File: src/rtl/fp_pkg.sv
// fp_pkg: shared rounding modes, operand classes, flag indices
// and format helpers for the pipelined IEEE-754 arithmetic units.
package fp_pkg;

   typedef enum logic [1:0] {
      RM_RNE = 2'b00,
      RM_RTZ = 2'b01,
      RM_RUP = 2'b10,
      RM_RDN = 2'b11
   } rm_e;

   typedef enum logic [2:0] {
      CL_ZERO,
      CL_SUB,
      CL_NORM,
      CL_INF,
      CL_QNAN,
      CL_SNAN
   } cls_e;

   localparam int FL_INX = 0;
   localparam int FL_UDF = 1;
   localparam int FL_OVF = 2;
   localparam int FL_INV = 3;

   function automatic int fp_bias(input int exp_w);
      return (1 << (exp_w - 1)) - 1;
   endfunction

   function automatic logic [127:0] fp_qnan(input int exp_w,
                                            input int man_w);
      logic [127:0] w;
      w = '0;
      for (int i = 0; i < exp_w; i++) w[man_w + i] = 1'b1;
      w[man_w - 1] = 1'b1;
      return w;
   endfunction

endpackage

File: src/rtl/fp_round_pack.sv
// fp_round_pack: rounds a normalised significand with G/R/S bits,
// handles carry-out, overflow and underflow, and packs the word.
module fp_round_pack
   import fp_pkg::*;
#(
   parameter int EXP_W = 8,
   parameter int MAN_W = 23
) (
   input  logic                 sign,
   input  logic [EXP_W+1:0]     exp_in,
   input  logic [MAN_W:0]       sig,
   input  logic                 g,
   input  logic                 r,
   input  logic                 s,
   input  rm_e                  rm,
   output logic [EXP_W+MAN_W:0] word,
   output logic [3:0]           flags
);

   localparam int EW2 = EXP_W + 2;
   localparam logic signed [EW2-1:0] E_ONE = EW2'(1);
   localparam logic signed [EW2-1:0] E_MAX = EW2'((1 << EXP_W) - 1);

   logic                  inx;
   logic                  inc;
   logic                  carry;
   logic                  to_inf;
   logic [MAN_W+1:0]      rnd;
   logic signed [EW2-1:0] exp_r;
   logic                  unused_hid;

   assign unused_hid = rnd[MAN_W];

   // Round by mode, renormalise on carry, then clamp to zero/inf/max.
   always_comb begin
      inx = g | r | s;
      inc = 1'b0;
      unique case (rm)
         RM_RNE:  inc = g & (r | s | sig[0]);
         RM_RTZ:  inc = 1'b0;
         RM_RUP:  inc = ~sign & inx;
         RM_RDN:  inc = sign & inx;
         default: inc = 1'b0;
      endcase
      rnd    = {1'b0, sig} + {{(MAN_W+1){1'b0}}, inc};
      carry  = rnd[MAN_W+1];
      exp_r  = exp_in + {{(EW2-1){1'b0}}, carry};
      to_inf = (rm == RM_RNE)
             | ((rm == RM_RUP) & ~sign)
             | ((rm == RM_RDN) & sign);
      word   = {sign, exp_r[EXP_W-1:0], rnd[MAN_W-1:0]};
      flags  = '0;
      flags[FL_INX] = inx;
      if (exp_r < E_ONE) begin
         word = {sign, {(EXP_W+MAN_W){1'b0}}};
         flags[FL_UDF] = 1'b1;
         flags[FL_INX] = 1'b1;
      end else if (exp_r >= E_MAX) begin
         flags[FL_OVF] = 1'b1;
         flags[FL_INX] = 1'b1;
         if (to_inf)
            word = {sign, {EXP_W{1'b1}}, {MAN_W{1'b0}}};
         else
            word = {sign, {(EXP_W-1){1'b1}}, 1'b0, {MAN_W{1'b1}}};
      end
   end

endmodule

File: src/rtl/fp_mult_pipe.sv
// fp_mult_pipe: 3-stage IEEE-754 multiplier with valid/ready
// backpressure, runtime rounding mode and exception flags.
module fp_mult_pipe
   import fp_pkg::*;
#(
   parameter int EXP_W = 8,
   parameter int MAN_W = 23
) (
   input  logic                 clk,
   input  logic                 rst_n,
   input  logic                 en,
   input  logic                 in_valid,
   output logic                 in_ready,
   input  logic [EXP_W+MAN_W:0] a,
   input  logic [EXP_W+MAN_W:0] b,
   input  logic [1:0]           rm,
   output logic                 out_valid,
   input  logic                 out_ready,
   output logic [EXP_W+MAN_W:0] result,
   output logic [3:0]           flags
);

   localparam int W   = 1 + EXP_W + MAN_W;
   localparam int EW2 = EXP_W + 2;
   localparam int PW  = 2 * MAN_W + 2;
   localparam logic [EW2-1:0] BIAS = EW2'(fp_bias(EXP_W));
   localparam logic [W-1:0]   QNAN = W'(fp_qnan(EXP_W, MAN_W));

   function automatic cls_e classify(input logic [EXP_W-1:0] e,
                                     input logic [MAN_W-1:0] f);
      if (e == '0) return (f == '0) ? CL_ZERO : CL_SUB;
      if (e == '1) begin
         if (f == '0) return CL_INF;
         return f[MAN_W-1] ? CL_QNAN : CL_SNAN;
      end
      return CL_NORM;
   endfunction

   logic advance;
   cls_e ca, cb;
   logic za, zb, ia, ib, na, nb;

   logic           v1_q, v1_d, sg1_q, sg1_d, sp1_q, sp1_d;
   logic [EW2-1:0] e1_q, e1_d;
   logic [MAN_W:0] ma1_q, ma1_d, mb1_q, mb1_d;
   logic [W-1:0]   sw1_q, sw1_d;
   logic [3:0]     sf1_q, sf1_d;
   rm_e            rm1_q, rm1_d;

   logic           v2_q, v2_d, sg2_q, sg2_d, sp2_q, sp2_d;
   logic [EW2-1:0] e2_q, e2_d;
   logic [PW-1:0]  p2_q, p2_d;
   logic [W-1:0]   sw2_q, sw2_d;
   logic [3:0]     sf2_q, sf2_d;
   rm_e            rm2_q, rm2_d;

   logic [EW2-1:0] n_exp;
   logic [MAN_W:0] n_sig;
   logic           n_g, n_r, n_s;
   logic [W-1:0]   rp_word;
   logic [3:0]     rp_flags;

   logic           ov_q, ov_d;
   logic [W-1:0]   res_q, res_d;
   logic [3:0]     fl_q, fl_d;

   assign advance   = en & (~ov_q | out_ready);
   assign in_ready  = advance;
   assign out_valid = ov_q;
   assign result    = res_q;
   assign flags     = fl_q;

   // S1: classify operands, resolve specials, sum exponents.
   always_comb begin
      ca = classify(a[W-2:MAN_W], a[MAN_W-1:0]);
      cb = classify(b[W-2:MAN_W], b[MAN_W-1:0]);
      za = (ca == CL_ZERO) || (ca == CL_SUB);
      zb = (cb == CL_ZERO) || (cb == CL_SUB);
      ia = (ca == CL_INF);
      ib = (cb == CL_INF);
      na = (ca == CL_QNAN) || (ca == CL_SNAN);
      nb = (cb == CL_QNAN) || (cb == CL_SNAN);
      v1_d  = v1_q;
      sg1_d = sg1_q;
      e1_d  = e1_q;
      ma1_d = ma1_q;
      mb1_d = mb1_q;
      rm1_d = rm1_q;
      sp1_d = sp1_q;
      sw1_d = sw1_q;
      sf1_d = sf1_q;
      if (advance) begin
         v1_d  = in_valid;
         sg1_d = a[W-1] ^ b[W-1];
         e1_d  = {2'b00, a[W-2:MAN_W]}
               + {2'b00, b[W-2:MAN_W]} - BIAS;
         ma1_d = {1'b1, a[MAN_W-1:0]};
         mb1_d = {1'b1, b[MAN_W-1:0]};
         rm1_d = rm_e'(rm);
         sp1_d = 1'b1;
         sw1_d = '0;
         sf1_d = '0;
         if (na || nb) begin
            sw1_d = QNAN;
            sf1_d[FL_INV] = (ca == CL_SNAN) || (cb == CL_SNAN);
         end else if ((ia && zb) || (ib && za)) begin
            sw1_d = QNAN;
            sf1_d[FL_INV] = 1'b1;
         end else if (ia || ib) begin
            sw1_d = {sg1_d, {EXP_W{1'b1}}, {MAN_W{1'b0}}};
         end else if (za || zb) begin
            sw1_d = {sg1_d, {(W-1){1'b0}}};
         end else begin
            sp1_d = 1'b0;
         end
      end
   end

   // S2: full significand product.
   always_comb begin
      v2_d  = v2_q;
      sg2_d = sg2_q;
      e2_d  = e2_q;
      p2_d  = p2_q;
      rm2_d = rm2_q;
      sp2_d = sp2_q;
      sw2_d = sw2_q;
      sf2_d = sf2_q;
      if (advance) begin
         v2_d  = v1_q;
         sg2_d = sg1_q;
         e2_d  = e1_q;
         p2_d  = PW'(ma1_q) * PW'(mb1_q);
         rm2_d = rm1_q;
         sp2_d = sp1_q;
         sw2_d = sw1_q;
         sf2_d = sf1_q;
      end
   end

   // S3: normalise the product and extract guard/round/sticky.
   always_comb begin
      if (p2_q[PW-1]) begin
         n_exp = e2_q + EW2'(1);
         n_sig = p2_q[PW-1:MAN_W+1];
         n_g   = p2_q[MAN_W];
         n_r   = p2_q[MAN_W-1];
         n_s   = |p2_q[MAN_W-2:0];
      end else begin
         n_exp = e2_q;
         n_sig = p2_q[PW-2:MAN_W];
         n_g   = p2_q[MAN_W-1];
         n_r   = p2_q[MAN_W-2];
         n_s   = |p2_q[MAN_W-3:0];
      end
   end

   fp_round_pack #(
      .EXP_W (EXP_W),
      .MAN_W (MAN_W)
   ) u_round (
      .sign   (sg2_q),
      .exp_in (n_exp),
      .sig    (n_sig),
      .g      (n_g),
      .r      (n_r),
      .s      (n_s),
      .rm     (rm2_q),
      .word   (rp_word),
      .flags  (rp_flags)
   );

   // Output register: special-case word wins over rounded result.
   always_comb begin
      ov_d  = ov_q;
      res_d = res_q;
      fl_d  = fl_q;
      if (advance) begin
         ov_d  = v2_q;
         res_d = sp2_q ? sw2_q : rp_word;
         fl_d  = sp2_q ? sf2_q : rp_flags;
      end
   end

   // All stage registers; reset drops in-flight operations.
   always_ff @(posedge clk) begin
      if (!rst_n) begin
         v1_q  <= 1'b0;
         sg1_q <= 1'b0;
         e1_q  <= '0;
         ma1_q <= '0;
         mb1_q <= '0;
         rm1_q <= RM_RNE;
         sp1_q <= 1'b0;
         sw1_q <= '0;
         sf1_q <= '0;
         v2_q  <= 1'b0;
         sg2_q <= 1'b0;
         e2_q  <= '0;
         p2_q  <= '0;
         rm2_q <= RM_RNE;
         sp2_q <= 1'b0;
         sw2_q <= '0;
         sf2_q <= '0;
         ov_q  <= 1'b0;
         res_q <= '0;
         fl_q  <= '0;
      end else begin
         v1_q  <= v1_d;
         sg1_q <= sg1_d;
         e1_q  <= e1_d;
         ma1_q <= ma1_d;
         mb1_q <= mb1_d;
         rm1_q <= rm1_d;
         sp1_q <= sp1_d;
         sw1_q <= sw1_d;
         sf1_q <= sf1_d;
         v2_q  <= v2_d;
         sg2_q <= sg2_d;
         e2_q  <= e2_d;
         p2_q  <= p2_d;
         rm2_q <= rm2_d;
         sp2_q <= sp2_d;
         sw2_q <= sw2_d;
         sf2_q <= sf2_d;
         ov_q  <= ov_d;
         res_q <= res_d;
         fl_q  <= fl_d;
      end
   end

endmodule

File: config.mk
export PLATFORM = sky130hd
export DESIGN_NAME = fp_mult_pipe
export DESIGN_NICKNAME = d
export VERILOG_FILES = /design/src/rtl/fp_pkg.sv /design/src/rtl/fp_round_pack.sv /design/src/rtl/fp_mult_pipe.sv
export SDC_FILE = /design/constraint.sdc
export NUM_CORES = 2
export LEC_CHECK = 0
export CORE_UTILIZATION = 58
export CTS_CLUSTER_SIZE = 30
export DETAILED_ROUTE_END_ITERATION = 6
export PLACE_DENSITY = 0.9
export SLEW_MARGIN = 25
export SYNTH_ARGS = -nofsm -noshare
export SYNTH_HDL_FRONTEND = slang
export SYNTH_SLANG_ARGS = --single-unit
File: constraint.sdc
create_clock -name clk -period 7.15 [get_ports clk]
set_clock_uncertainty 0.1 [all_clocks]
set_input_delay 1.0725 -clock clk [delete_from_list [all_inputs] [get_ports clk]]
set_output_delay 1.0725 -clock clk [all_outputs]
set_load 0.1 [all_outputs]
==> impl_metrics.csv <==
group,metric,value,unit
floorplanning,boundaryPins,109,
worst_setup_path,cp_data_required_time,7.42,ns
synth,netlist.area_leader.share,0.3521,
final_layout,nFillCells,3386,
power_and_ir_drop,p_per_area,126.4,mW/mm^2
clock_tree,cts_buffer_depth,2,
clock_tree,htree_num_levels,4,
synth,synth_cell_types,92,
floorplanning,core_area,0.04665,mm^2
placement,dp_hpwl,58780,um
synth,yosys_warnings,0,
global_routing,grt_pass1_wl,120700,um
worst_setup_path,crit_arrival,7.21,ns
synth,syn_avg_cell_area,8.482,um^2
sta,post-route-period-util,0.9715,
clock_tree,postCtsSetupBuffers,0,
final_layout,design_area,0.03065,mm^2
synth,netlist_area,0.02746,mm^2
final_layout,final_core_util,0.6569,
hold_path,min_path_type,"flop to flop",
synth,ys_seq_area_frac,0.1239,
synth,synth_area_leaders,"fa_1 (35%), dfxtp_1 (12%), ha_1 (8.9%), nand2_1 (7.8%), inv_1 (7.8%)",
synth,yosys.area.top_type,"fa_1",
worst_setup_path,critPathMaxFanout,12,
clock_tree,cts_root_buf,"clkbuf_16",
global_routing,antenna_found_initial,3,
detailed_routing,initialDrtViolationCount,1946,
sta,slew-limit-headroom,0.2799,
worst_setup_path,criticalPathCategory,"flop to flop",
clock_tree,worstSkewPairLatency,0.48,ns
sta,setup_ws,0.2038,ns
status,violations,"design-rule violations",
placement,place_congestion,0.9872,
worst_setup_path,startpoint_type,"flop",
detailed_routing,first_pass_iters,7,
clock_tree,cts_sinks,170,
clock_tree,cts_tree,"done",
floorplanning,start_util,0.5887,
detailed_routing,ant_nets,0,
placement,placed_area,0.02989,mm^2
final_layout,nNetsFinal,4081,
floorplanning,row_count,79,
global_routing,grt_max_degree,80,
floorplanning,die_h,219.6,um
placement,post-place-ws,-0.02465,ns
detailed_routing,wl,74280,um
power_and_ir_drop,peakVddDrop,184.9,uV
detailed_routing,drc,14,
sta,slew_viol_final,0,
final_layout,drive_above_1_share,0.07892,
floorplanning,fp.dieW,219.6,um
synth,syn_inst,3238,
synth,ys_async_sr_fraction,0,
clock_tree,path_clk_slew,0.08,ns
synth,synth_edf_count,0,
power_and_ir_drop,power_leakage,14.70,nW
status,run_status,"finished with violations",
sta,worst_slew_pin_slew,1.071,ns
sta,finalHoldViolations,0,
detailed_routing,vias,23400,
worst_setup_path,end_kind,"flop",
placement,port_buffers,108,
global_routing,grt.overflow.total,0,
global_routing,grt_pass1_vias,24540,
detailed_routing,via_per_inst,5.919,
sta,whs,0.3500,ns
clock_tree,cts-buffers-inserted,17,
final_layout,area_delta_synth_final,11.59,%
sta,final.min_clock_period,6.946,ns
synth,ys.flop_type,"dfxtp_1",
sta,fmax,144.0,MHz
synth,ys_ff_latch,170,
power_and_ir_drop,power,3.875,mW
detailed_routing,wl_per_cell,18.78,um
run,cap_violations,0,
global_routing,grt_use_total,0.3172,
floorplanning,dieArea,0.04823,mm^2
sta,final-setup-viol-count,0,
synth,synth_fp_nets,3987,
worst_setup_path,rrSetupSlack,0.20,ns
## cells in the mapped netlist, types with 16 or more instances
| library cell | n |
|---|---|
| o21ai_0 | 55 |
| clkbuf_1 | 161 |
| a21oi_1 | 165 |
| and2_1 | 319 |
| a22o_1 | 24 |
| inv_1 | 570 |
| xor2_1 | 16 |
| nor4_1 | 22 |
| a211oi_1 | 30 |
| dfxtp_1 | 170 |
| and3_1 | 16 |
| nand2_1 | 574 |
| nand4_1 | 17 |
| a21o_1 | 39 |
| nor2_1 | 54 |
| fa_1 | 483 |
| ha_1 | 195 |
| nor3_1 | 16 |
| xnor2_1 | 35 |
| nand3_1 | 40 |
## per-layer routing
metal	vias up	GRT usage	wire length (um)
li1	10320	-	-
met1	11420	0.3680	26310
met5	-	0	0
met3	386	0.06984	6932
met4	0	0.1943	4755
met2	1279	0.5350	36280
## flip-flops by register name (all words and copies together) (netlist names), 4 cells and up
register and flops:
p2_q 48, result 32, ma1_q 24, mb1_q 23, e1_q 10, e2_q 10
flags 4
## path summary, 6_finish.rpt
kind / start / endpoint / cells after the start
max reg2reg: ma1_q[13]$_SDFFE_PN0P_ / p2_q[43]$_SDFFE_PN0P_ / 24
max: ma1_q[13]$_SDFFE_PN0P_ / p2_q[43]$_SDFFE_PN0P_ / 24
min reg2reg: e1_q[9]$_SDFFE_PN0P_ / e2_q[9]$_SDFFE_PN0P_ / 2
min: e1_q[9]$_SDFFE_PN0P_ / e2_q[9]$_SDFFE_PN0P_ / 2
## cell families after synthesis
| group | count (synthesis) | synth area share |
|---|---|---|
| XOR/XNOR | 53 | 0.01772 |
| flip-flops | 170 | 0.1239 |
| adder cells (fa/ha/maj) | 678 | 0.4409 |
| AND/OR/NAND/NOR | 1122 | 0.1995 |
| multiplexers | 17 | 0.006332 |
| AO/OA/AOI/OAI | 442 | 0.1073 |
| buffers and inverters | 756 | 0.1043 |
## cells in the final DEF (no fill, tap or decap), drive strengths merged, types with 18 or more instances in the layout
cell type / count
nand4: 18
a22o: 24
dfxtp: 170
clkbuf: 18
xnor2: 36
buf: 152
nand3: 41
o21ai: 55
nor2: 54
ha: 195
a21oi: 165
and2: 321
nand2: 575
inv: 577
a211oi: 30
nor4: 24
fa: 483
a21o: 39
clkdlybuf4s50: 108
## area by class of cell
| class | count | area, um^2 | share of cell area |
|---|---|---|---|
| Antenna cell | 2 | 5.005 | 0.0001633 |
| Clock buffer | 18 | 439.2 | 0.01433 |
| Clock inverter | 14 | 175.2 | 0.005716 |
| Inverter | 571 | 2148 | 0.07010 |
| Multi-Input combinational cell | 2312 | 21290 | 0.6948 |
| Sequential cell | 170 | 3462 | 0.1130 |
| Tap cell | 607 | 759.5 | 0.02478 |
| Timing Repair Buffer | 260 | 2364 | 0.07712 |
## per-stage QoR
stage | TNS, ns | cells
floorplan | 0 | 3238
global placement | 0 | 3920
detailed placement | -0.07589 | 3920
CTS | 0 | 3952
global route | -0.02102 | 3952
finish | 0 | 3954
## timing repair
item                       4_1_cts  5_1_grt
cloned                           0        0
setup endpoints to repair       11       23
hold buffers                     0        0
gates resized for setup          6       55
pin swaps                        0        4
## critical path: stages, from the launching register on
cell      delay (ns)
dfxtp_2         0.58
buf_4           0.20
nand2_1         0.07
fa_1            0.51
inv_1           0.07
fa_1            0.47
inv_1           0.06
fa_1            0.51
fa_1            0.53
inv_1           0.06
fa_1            0.49
fa_1            0.50
inv_1           0.05
fa_1            0.48
inv_1           0.05
ha_1            0.29
buf_4           0.16
a21o_1          0.19
a211oi_2        0.35
nand3_1         0.20
o2111a_1        0.31
nor2_4          0.17
a21oi_1         0.10
o21a_1          0.17
o31ai_1         0.19
## power by group
part	switching, mW	leakage [nW]	internal [mW]
registers	0.112	1.41	1.02
clock network	0.494	0.301	0.512
logic	1.03	13.0	0.704
total	1.64	14.7	2.24
Note: power is estimated with default switching activity, not from simulation.
